`src/rtl/glitcbus_pkg.sv`:
```
// GLITCBUS initiator shared encodings and sizes.
// Imported by the master and its byte shifter.
package glitcbus_pkg;

   typedef enum logic [2:0] {
      ST_IDLE,
      ST_ADR0,
      ST_ADR1,
      ST_WDATA,
      ST_TURN,
      ST_WAIT,
      ST_RDATA,
      ST_GAP
   } gb_state_e;

   localparam int GB_BYTES     = 4;
   localparam int GB_ADR_BYTES = 2;
   localparam int GB_DAT_W     = 8 * GB_BYTES;
   localparam int GB_ADR_W     = 8 * GB_ADR_BYTES;
   localparam int GB_CNT_W     = $clog2(GB_BYTES);

endpackage

```
`src/rtl/glitcbus_byte_shifter.sv`:
```
// LSB-first byte shifter for the GLITCBUS data phase.
// Same right-shift serves write emission and read assembly.
module glitcbus_byte_shifter
   import glitcbus_pkg::*;
(
   input  logic                clk,
   input  logic                rst_n,
   input  logic                load,
   input  logic [GB_DAT_W-1:0] load_word,
   input  logic                shift,
   input  logic [7:0]          din,
   output logic [7:0]          byte0,
   output logic [7:0]          byte1,
   output logic [GB_DAT_W-1:0] word_next,
   output logic                done
);

   logic [GB_DAT_W-1:0] word;
   logic [GB_CNT_W-1:0] cnt;

   assign word_next = {din, word[GB_DAT_W-1:8]};
   assign byte0     = word[7:0];
   assign byte1     = word[15:8];
   assign done      = (cnt == GB_CNT_W'(GB_BYTES - 1));

   always_ff @(posedge clk or negedge rst_n) begin
      if (!rst_n) begin
         word <= '0;
         cnt  <= '0;
      end else if (load) begin
         word <= load_word;
         cnt  <= '0;
      end else if (shift) begin
         word <= word_next;
         cnt  <= cnt + 1'b1;
      end
   end

endmodule

```
`src/rtl/glitcbus_master.sv`:
```
// GLITCBUS initiator: serialises 16-bit address / 32-bit data
// transfers onto the 8-bit multiplexed GAD bus.
module glitcbus_master
   import glitcbus_pkg::*;
#(
   parameter int READ_WAIT = 2
) (
   input  logic                clk_i,
   input  logic                rst_n_i,
   input  logic                req_i,
   input  logic                wr_i,
   input  logic [GB_ADR_W-1:0] adr_i,
   input  logic [GB_DAT_W-1:0] dat_i,
   output logic [GB_DAT_W-1:0] dat_o,
   output logic                ack_o,
   output logic                busy_o,
   output logic                gsel_b_o,
   output logic                grdwr_b_o,
   output logic [7:0]          gad_o,
   output logic                gad_oe_o,
   input  logic [7:0]          gad_i
);

   localparam logic [3:0] WAIT_LD = 4'(READ_WAIT - 1);

   gb_state_e           st;
   logic                pend;
   logic                wr;
   logic [GB_ADR_W-1:0] adr;
   logic [3:0]          wcnt;
   logic                take;
   logic                shift;
   logic [7:0]          byte0;
   logic [7:0]          byte1;
   logic [GB_DAT_W-1:0] word_next;
   logic                done;

   // A request is taken in idle, or on the edge that closes the ack cycle.
   assign take  = req_i && (((st == ST_IDLE) && !pend) || (st == ST_GAP));
   assign shift = (st == ST_WDATA) || (st == ST_RDATA);

   glitcbus_byte_shifter u_shift (
      .clk       (clk_i),
      .rst_n     (rst_n_i),
      .load      (take),
      .load_word (dat_i),
      .shift     (shift),
      .din       (gad_i),
      .byte0     (byte0),
      .byte1     (byte1),
      .word_next (word_next),
      .done      (done)
   );

   // Outputs are set on the edge entering a phase, so they match st.
   always_ff @(posedge clk_i or negedge rst_n_i) begin
      if (!rst_n_i) begin
         st        <= ST_IDLE;
         pend      <= 1'b0;
         wr        <= 1'b0;
         adr       <= '0;
         wcnt      <= '0;
         gsel_b_o  <= 1'b1;
         grdwr_b_o <= 1'b1;
         gad_oe_o  <= 1'b0;
         gad_o     <= 8'h00;
         ack_o     <= 1'b0;
         dat_o     <= '0;
         busy_o    <= 1'b0;
      end else begin
         ack_o <= 1'b0;
         if (take) begin
            pend <= 1'b1;
            wr   <= wr_i;
            adr  <= adr_i;
         end
         unique case (st)
            ST_IDLE: begin
               if (pend) begin
                  pend      <= 1'b0;
                  st        <= ST_ADR0;
                  gsel_b_o  <= 1'b0;
                  grdwr_b_o <= ~wr;
                  gad_oe_o  <= 1'b1;
                  gad_o     <= adr[7:0];
               end else begin
                  busy_o <= take;
               end
            end
            ST_ADR0: begin
               st    <= ST_ADR1;
               gad_o <= adr[15:8];
            end
            ST_ADR1: begin
               if (wr) begin
                  st    <= ST_WDATA;
                  gad_o <= byte0;
               end else begin
                  st       <= ST_TURN;
                  gad_oe_o <= 1'b0;
                  gad_o    <= 8'h00;
               end
            end
            ST_WDATA: begin
               if (done) begin
                  st        <= ST_GAP;
                  gsel_b_o  <= 1'b1;
                  grdwr_b_o <= 1'b1;
                  gad_oe_o  <= 1'b0;
                  gad_o     <= 8'h00;
                  ack_o     <= 1'b1;
               end else begin
                  gad_o <= byte1;
               end
            end
            ST_TURN: begin
               if (READ_WAIT == 0) begin
                  st <= ST_RDATA;
               end else begin
                  st   <= ST_WAIT;
                  wcnt <= WAIT_LD;
               end
            end
            ST_WAIT: begin
               if (wcnt == 4'd0) st <= ST_RDATA;
               else              wcnt <= wcnt - 4'd1;
            end
            ST_RDATA: begin
               if (done) begin
                  st        <= ST_GAP;
                  gsel_b_o  <= 1'b1;
                  grdwr_b_o <= 1'b1;
                  ack_o     <= 1'b1;
                  dat_o     <= word_next;
               end
            end
            ST_GAP: begin
               st     <= ST_IDLE;
               busy_o <= take;
            end
            default: st <= ST_IDLE;
         endcase
      end
   end

endmodule
```
`config.mk`:
```
export PLATFORM = sky130hd
export DESIGN_NAME = glitcbus_master
export DESIGN_NICKNAME = d
export VERILOG_FILES = /design/src/rtl/glitcbus_pkg.sv /design/src/rtl/glitcbus_byte_shifter.sv /design/src/rtl/glitcbus_master.sv
export SDC_FILE = /design/constraint.sdc
export NUM_CORES = 1
export LEC_CHECK = 0
export CORE_ASPECT_RATIO = 1.25
export CORE_MARGIN = 2
export CORE_UTILIZATION = 40
export CTS_CLUSTER_SIZE = 12
export DETAILED_ROUTE_END_ITERATION = 10
export PLACE_DENSITY = 0.66
export REMOVE_ABC_BUFFERS = 1
export SLEW_MARGIN = 15
export SYNTH_ARGS = -nofsm -noshare
export SYNTH_HDL_FRONTEND = slang
export SYNTH_HIERARCHICAL = 1
export SYNTH_SLANG_ARGS = --single-unit
```
`constraint.sdc`:
```
create_clock -name clk_i -period 2.7 [get_ports clk_i]
set_clock_uncertainty 0.15 [all_clocks]
set_input_delay 0.54 -clock clk_i [delete_from_list [all_inputs] [get_ports clk_i]]
set_output_delay 0.54 -clock clk_i [all_outputs]
set_load 0.05 [all_outputs]
```
==> results.txt, run 1 <==
Die H -> 128 um
Synthesized area -> 4880 um^2
R2R cell count -> 4
Die footprint -> 13100 um^2
Fin. max-slew vios -> 0
GR Overflow Total -> 0
Syn avg cell area -> 12.1 um^2
Post-route ant nets -> 0
Primary FF master, synth -> dfrtp_1
CP max stage delay -> 800 ps
PortBufs -> 104
TNS Setup -> 0 ps
Leakage power -> 2.60 nW
Worst Path Max Fanout -> 3
Internal power -> 4.98 mW
Tmin final -> 2370 ps
Rel. slew slack -> 0.616
Crit path to -> gsel_b_o
Stages on worst setup path -> 1
Seq/Total Area, Yosys -> 0.533
Worst-path clk slew -> 60 ps
CP Capture Type -> output pin
Detail Placement HPWL -> 7.58 mm
First-pass GRT wire length -> 17.5 mm
Synth Register Bits -> 104
Sequential share of power -> 0.337
Finish-stage setup viols -> 0
Critical R2R Launch -> st[1]$_DFFE_PN0P_
Hold buffer count at CTS -> 0
CP Cell Sequence -> clkdlybuf4s50_1
CTS tree -> built
Status -> completed
Htree depth -> 3
Worst VDD drop -> 0.000611 V
Required arrival time at the worst endpoint -> 2010 ps
Horiz. Die Dim -> 103 um
Crit path kind -> reg2out
Largest net degree at the start of global routing -> 67
CP top delay family -> buffers and inverters
Fin. Hold Viols -> 0
Layout Nets -> 552
R2r endpoint -> adr[2]$_DFFE_PN0P_
Final core occ -> 0.519
Max Cap Viol -> 0
Final period utilization -> 0.876
Vias/cell -> 5.10
Vias in the first global route -> 3517
IO Count -> 105
Setup repair after global routing missed its margin -> false
Combinational power share -> 0.514
Ys Warns -> 6
Site Rows -> 45
Critical-path top delay cell -> clkdlybuf4s50_1
Inserted Diodes -> 0
Total GRT Usage -> 0.173
Sw Ratio -> 0.422
Filler instances -> 1103
CP startpoint -> gsel_b_o$_DFFE_PN1P_
Hold Path Class -> in2async
Bufs and invs on worst path -> 1
Core region area -> 12000 um^2
Num CTS Buffers -> 9
Worst-Skew Late Latency -> 340 ps
PostCTS Resize Cnt -> 0
WL/cell -> 16.5 um
Post-synth EDFFs -> 0
Area growth syn-to-layout -> 28.0%
Flop-to-flop setup slack -> 510 ps
Max Freq -> 423 MHz
Crit path DAT -> 1680 ps
Routed Wire Length -> 10.8 mm
Synthesized instance count -> 404
Commonest non-fill, non-tap cell in the layout -> clkdlybuf4s50_1
Most frequent cells in the layout -> 103 x clkdlybuf4s50_1, 102 x dfrtp_1, 41 x mux2_2
Ys async rst share -> 1.00
Number of post-CTS setup repair buffers -> 0
Clock root cell -> clkbuf_16
Clock Sinks -> 104
DRC Markers -> 0
Drt first pass iters -> 5
WHS -> 24.9 ps
Least-Margin Pin Slew -> 574 ps
Startpoint types -> register
Vias -> 3348
Layout cell share with drive strength beyond 1 -> 0.185
Pwr per Cell Area -> 1380 nW/um^2
Net switching power -> 3.64 mW
GPL Wtd Cong -> 0.790
Post-synthesis cell type count -> 46
Drt initial violations -> 238
Initial antenna violation count -> 0
Maximum buffer depth of the clock tree -> 2
Clock share of power -> 0.149
Initial Util -> 0.405
==> worst min-delay path by stage <==
stage	start	endpoint	slack (ps)	depth (start not counted)
2_1_floorplan	rst_n_i	ack_o$_DFF_PN0_	90	0
3_3_place_gp	wcnt[3]$_DFFE_PN0P_	wcnt[3]$_DFFE_PN0P_	320	1
3_5_place_dp	adr[13]$_DFFE_PN0P_	adr[13]$_DFFE_PN0P_	330	1
4_1_cts	rst_n_i	dat_o[28]$_DFFE_PN0P_	40	1
5_1_grt	rst_n_i	dat_o[28]$_DFFE_PN0P_	60	1
6_report	rst_n_i	dat_o[28]$_DFFE_PN0P_	20	1
==> per-stage QoR <==
step                      instances  instance area [um^2]  worst slack [ps]  power, mW
after floorplan                 358                  4560              -293       5.88
after global placement          642                  5970               555       7.26
after detailed placement        642                  5970               517       7.40
after CTS                       657                  6250               312       8.71
after global routing            657                  6250               300       9.15
final                           657                  6250               334       8.62
==> flip-flops by register name (all words and copies together) (netlist names) <==
| register | cells |
|---|---|
| busy_o | 1 |
| wcnt | 4 |
| u_shift/cnt | 2 |
| gad_oe_o | 1 |
| ack_o | 1 |
| st | 3 |
| dat_o | 32 |
| pend | 1 |
| wr | 1 |
| gad_o | 8 |
| grdwr_b_o | 1 |
| u_shift/word | 32 |
| gsel_b_o | 1 |
| adr | 16 |
==> power by group through the flow <==
stage	Clock, mW	Combinational (mW)	Sequential [mW]
2_1_floorplan	0	1.94	3.94
3_3_place_gp	0	4.37	2.89
3_5_place_dp	0	4.47	2.93
4_1_cts	1.32	4.48	2.91
5_1_grt	1.37	4.77	3.01
6_report	1.28	4.43	2.91
==> routing by layer <==
layer | track usage | share of wire
met1 | 0.222 | 0.42
met2 | 0.286 | 0.50
met3 | 0.0290 | 0.053
met4 | 0.0751 | 0.019
met5 | 0 | 0
==> cells in the mapped netlist, types with 4 or more instances <==
cell      number  area [um^2]
dfrtp_1      102         2550
mux2_2        41          462
mux2i_1       34          340
nand2_1       34          128
o21ai_1       28          140
buf_4         16          120
o21ai_0       16         80.1
buf_2         13         65.1
a21oi_1       11         55.1
o31ai_1       11         82.6
clkbuf_1      10         37.5
nand2b_1      10         62.6
mux2_4         9          135
a222oi_1       8         80.1
inv_1          7         26.3
o211ai_1       5         37.5
buf_6          4         45.0
nor2b_1        4         25.0
==> kinds of logic after synthesis <==
kind of cell,after synthesis,synth area share
adders and majority gates,3,0.00769
xor gates and xnor gates,2,0.00359
AOI/OAI and AO/OA,89,0.116
buffers and inverters,53,0.0725
muxes,84,0.192
DFF,104,0.533
and+or+nand+nor,69,0.0753
==> area by class of cell <==
class,count,area (um^2),share of cell area
multi-input cells,247,1930,0.309
inverters,7,26.3,0.00420
clock buffers,11,243,0.0388
clock inverters,4,45.0,0.00720
flip-flops and latches,104,2610,0.417
well taps,164,205,0.0328
repair buffers,120,1200,0.191
(Power assumes the default switching activity.)
==> run 2: changes to the inputs <==
Settings changed: HOLD_SLACK_MARGIN set to 0.05, PLACE_DENSITY 0.66 to 0.65.
==> results.txt, run 2 (synthesized netlist as in run 1, its figures left out) <==
CP Capture Type -> output pin (unchanged)
Least-Margin Pin Slew -> 567 ps (was 574 ps)
Sw Ratio -> 0.421 (was 0.422)
CP Cell Sequence -> clkdlybuf4s50_1 (unchanged)
Rel. slew slack -> 0.622 (was 0.616)
GPL Wtd Cong -> 0.749 (was 0.790)
Largest net degree at the start of global routing -> 59 (was 67)
Layout cell share with drive strength beyond 1 -> 0.188 (was 0.185)
DRC Markers -> 0 (unchanged)
Total Power -> 8.68 mW (was 8.62 mW)
Vias in the first global route -> 3410 (was 3517)
Vias -> 3422 (was 3348)
Horiz. Die Dim -> 103 um (unchanged)
Commonest non-fill, non-tap cell in the layout -> clkdlybuf4s50_1 (unchanged)
Site Rows -> 45 (unchanged)
Fin. max-slew vios -> 0 (unchanged)
Startpoint types -> register (unchanged)
Worst setup margin -> 318 ps (was 334 ps)
CTS tree -> built (unchanged)
Vias/cell -> 5.19 (was 5.10)
Internal power -> 5.03 mW (was 4.98 mW)
Fin. Hold Viols -> 0 (unchanged)
Sequential share of power -> 0.338 (was 0.337)
Htree depth -> 3 (unchanged)
Finish-stage setup viols -> 0 (unchanged)
Core region area -> 12000 um^2 (unchanged)
Crit path kind -> reg2out (unchanged)
Inserted Diodes -> 0 (unchanged)
CP max stage delay -> 800 ps (about the same)
Post-route ant nets -> 0 (unchanged)
Status -> completed (unchanged)
Setup repair after global routing missed its margin -> false (unchanged)
Worst Path Max Fanout -> 3 (unchanged)
Largest regs -> dat_o: 32 flops, u_shift/word: 32 flops, adr: 16 flops (unchanged)
Bufs and invs on worst path -> 1 (unchanged)
First-pass GRT wire length -> 17.7 mm (was 17.5 mm)
Final period utilization -> 0.882 (was 0.876)
Initial Util -> 0.405 (unchanged)
Clock Sinks -> 104 (unchanged)
Area growth syn-to-layout -> 28.6% (was 28.0%)
IO Count -> 105 (unchanged)
Initial antenna violation count -> 0 (unchanged)
Die footprint -> 13100 um^2 (unchanged)
Layout Nets -> 553 (was 552)
Clock root cell -> clkbuf_16 (unchanged)
Most frequent cells in the layout -> 103 x clkdlybuf4s50_1, 102 x dfrtp_1, 41 x mux2_2 (unchanged)
Worst VDD drop -> 0.000673 V (was 0.000611 V)
Combinational power share -> 0.505 (was 0.514)
WL/cell -> 16.7 um (was 16.5 um)
Critical-path top delay cell -> clkdlybuf4s50_1 (unchanged)
Final core occ -> 0.521 (was 0.519)
Max Cap Viol -> 0 (unchanged)
PostCTS Resize Cnt -> 0 (unchanged)
Tmin final -> 2380 ps (was 2370 ps)
Drt first pass iters -> 4 (was 5)
Drt initial violations -> 170 (was 238)
Total GRT Usage -> 0.175 (was 0.173)
Die H -> 128 um (unchanged)
DP Area -> 5950 um^2 (was 5970 um^2)
Pwr per Cell Area -> 1380 nW/um^2 (about the same)
Crit path DAT -> 1690 ps (was 1680 ps)
Required arrival time at the worst endpoint -> 2010 ps (about the same)
Place WS -> 454 ps (was 517 ps)
Flop-to-flop setup slack -> 450 ps (was 510 ps)
Leakage power -> 2.61 nW (was 2.60 nW)
Detail Placement HPWL -> 7.61 mm (was 7.58 mm)
Maximum buffer depth of the clock tree -> 2 (unchanged)
Final Instance Area -> 6280 um^2 (was 6250 um^2)
Net switching power -> 3.65 mW (was 3.64 mW)
CP top delay family -> buffers and inverters (unchanged)
Hold Path Class -> reg2reg (was in2async)
Num CTS Buffers -> 9 (unchanged)
GR Overflow Total -> 0 (unchanged)
Routed Wire Length -> 11.0 mm (was 10.8 mm)
Clock share of power -> 0.157 (was 0.149)
Max Freq -> 420 MHz (was 423 MHz)
Worst-Skew Late Latency -> 340 ps (about the same)
Worst-path clk slew -> 70 ps (was 60 ps)
PortBufs -> 104 (unchanged)
==> run 2: cell type report <==
| cell class | count | area [um^2] |
|---|---|---|
| Clock buffer | 12 | 267 |
| Clock inverter | 4 | 51.3 |
| Fill cell | 1112 | 5770 |
| Inverter | 7 | 26.3 |
| Multi-Input combinational cell | 247 | 1930 |
| Sequential cell | 104 | 2610 |
| Tap cell | 164 | 205 |
| Timing Repair Buffer | 121 | 1190 |
==> run 2: metrics by stage <==
step / hold slack [ps] / TNS [ps] / std cells
after floorplan: 94.4 / -14030 / 358
after global placement: 228 / 0 / 642
after detailed placement: 228 / 0 / 642
after CTS: 348 / 0 / 659
after global routing: 367 / 0 / 659
final: 346 / 0 / 659
==> run 2: what timing repair did <==
item                      4_1_cts  5_1_grt
hold endpoints to repair        7        0
setup buffers                   0        0
hold buffers                    1        0
==> run 2: power groups by stage <==
| stage | clock network, mW | registers [mW] | logic (mW) |
|---|---|---|---|
| 2_1_floorplan | 0 | 3.94 | 1.94 |
| 3_3_place_gp | 0 | 2.91 | 4.32 |
| 3_5_place_dp | 0 | 2.95 | 4.42 |
| 4_1_cts | 1.40 | 2.93 | 4.43 |
| 5_1_grt | 1.47 | 3.05 | 4.71 |
| 6_report | 1.37 | 2.93 | 4.38 |
==> run 2: path summary, 6_finish.rpt <==
check	start	end	cells past startpoint
max in group asynchronous	rst_n_i	grdwr_b_o$_DFFE_PN1P_	3
worst min-delay path	wcnt[3]$_DFFE_PN0P_	wcnt[3]$_DFFE_PN0P_	1
worst max register to register	st[2]$_DFFE_PN0P_	u_shift/word[21]$_DFFE_PN0P_	6
worst max-delay path	gsel_b_o$_DFFE_PN1P_	gsel_b_o	1
worst min register to register	wcnt[3]$_DFFE_PN0P_	wcnt[3]$_DFFE_PN0P_	1
min in group asynchronous	rst_n_i	dat_o[6]$_DFFE_PN0P_	2
==> run 2: routing by layer <==
layer,part of all wire,up-vias,wire length (um),GRT usage
met3,0.055,9,608,0.0487
li1,-,1600,-,-
met5,0,-,0,0
met4,0.012,0,129,0.0611
met2,0.50,75,5550,0.279
met1,0.43,1738,4710,0.230
==> run 3: changes to the inputs <==
Settings changed: CTS_CLUSTER_DIAMETER set to 50, GPL_ROUTABILITY_DRIVEN set to 1.
==> results of run 3 <==
The final DEF is identical to that of run 2; final timing and power are the same.
==> edit: new RTL, flow settings as in run 3 <==
Encoding of `gb_state_e`: now one-hot (8 bits for 8 states).
--- a/src/rtl/glitcbus_pkg.sv
+++ b/src/rtl/glitcbus_pkg.sv
@@ -2,15 +2,15 @@
 // Imported by the master and its byte shifter.
 package glitcbus_pkg;
 
-   typedef enum logic [2:0] {
-      ST_IDLE,
-      ST_ADR0,
-      ST_ADR1,
-      ST_WDATA,
-      ST_TURN,
-      ST_WAIT,
-      ST_RDATA,
-      ST_GAP
+   typedef enum logic [7:0] {
+      ST_IDLE  = 8'b00000001,
+      ST_ADR0  = 8'b00000010,
+      ST_ADR1  = 8'b00000100,
+      ST_WDATA = 8'b00001000,
+      ST_TURN  = 8'b00010000,
+      ST_WAIT  = 8'b00100000,
+      ST_RDATA = 8'b01000000,
+      ST_GAP   = 8'b10000000
    } gb_state_e;
 
    localparam int GB_BYTES     = 4;
Formal check against the unedited RTL: same outputs for any inputs over 10 cycles, from zero or initial values and one cycle with rst_n_i low; not proved beyond that.
==> edit against run 3 <==
- sequential share of layout area fell by 1.2 points
- total power fell by 28%
- cell count rose by 8.8%
- sequential cell count rose by 5
- critical path depth did not move
- sequential power fell by 13%
- largest cell class unchanged
- synthesized cell count rose by 13%
- area after synthesis rose by 8.9%
- count of clock-buffer cells in the layout did not move
- core utilization fell by 0.43 points
- routed wire length rose by 9.6%
- worst setup slack got worse by 0.026 ns
- register-to-register slack got worse by 0.03 ns
- design area rose by 7.9%
==> edit: results (changes against run 3) <==
adder-cell share of the synthesized area - 0.00470 (-0.00298)
Post-Layout Cell Count - 717 (+8.8%)
DR vias/cell - 5.28 (+1.8%)
maximum vdd drop - 0.530 mV (-21%)
Comb group - 0.00222 W (-49%)
most frequent cells after synthesis - dfrtp_1, mux2_2, nand2_1
slack of the critical path - 0.292 ns (-0.0261 ns)
post-synthesis compound-gate area fraction - 0.127 (+0.0110)
largest net degree at the start of global routing - 55 (-6.8%)
Initial DRC Count - 190 (+12%)
Synth Area in XOR/XNOR - 0.00494 (+0.00135)
GRT Resource Usage Total - 0.176 (+0.000395)
Slew @ Worst Pin - 0.741 ns (+0.174 ns)
Post-Place Cell Area - 6440 µm² (+8.2%)
Fill cells - 1160 (+4.3%)
first-pass GRT wire length - 20.1 mm (+14%)
nets - 603 (+9.0%)
Synth cell types - 55 (+20%)
global placement routability congestion - 0.834 (+11%)
Register-to-Register Path Depth - 7 (+1)
crit path max fanout - 4 (+1)
fraction of synthesized area in multiplexers - 0.173 (-0.0185)
status - complete, no violations
vias in the first global route - 3920 (+15%)
HP Class - input pin to asynchronous set/reset pin
Reg2Reg Setup Slack - 0.42 ns (-0.03 ns)
Critical Path Source - grdwr_b_o
==> edit: cell count changes in the layout (fill, tap and decap cells not counted), sizes merged, moves of 5 or more <==
cell    before  now
a21oi       11   21
a222oi       8    0
a32oi        0    8
nand2       34   39
nand2b      10    4
nand3        2    9
nor2         3   11
nor2b        4   12
o21ai       45   39
o221a        0    9
or3b         1    9
==> edit: stage by stage <==
stage	hold WS, ns	total power [W]	utilization
3_5_place_dp	0.340	0.00480	0.491
5_1_grt	0.162	0.00669	0.517
6_report	0.113	0.00627	0.517
3_3_place_gp	0.338	0.00471	0.491
2_1_floorplan	0.0944	0.00399	-
4_1_cts	0.133	0.00633	0.517
==> edit: how the worst min path moves through the flow <==
stage,startpoint,end,slack (ns),cells past startpoint
2_1_floorplan,rst_n_i,ack_o,0.09,0
3_3_place_gp,dat_o[5],dat_o[5],0.34,1
3_5_place_dp,adr[11],adr[11],0.34,1
4_1_cts,rst_n_i,ack_o,0.13,1
5_1_grt,rst_n_i,dat_o[6],0.16,1
6_report,rst_n_i,ack_o,0.11,1
==> edit: cell type report <==
cell class	count	area share
Clock inverter	4	0.0140
Tap cell	171	0.0316
Timing Repair Buffer	119	0.179
Sequential cell	109	0.403
Clock buffer	12	0.0364
Inverter	7	0.00388
Multi-Input combinational cell	295	0.332
==> edit: cells by family (layout without fill, tap and decap cells) <==
kind of cell	Yosys count	after routing
AO/OA/AOI/OAI	100	100
XOR/XNOR	3	3
adder cells (fa/ha/maj)	2	2
buffers and inverters	51	142
flip-flops	109	109
multiplexers	83	83
AND/OR/NAND/NOR	107	107
==> edit: layer usage <==
layer  part of all wire  GRT usage
met4              0.019     0.0577
met2               0.50      0.288
met1               0.44      0.233
met5                  0          0
met3              0.042     0.0345
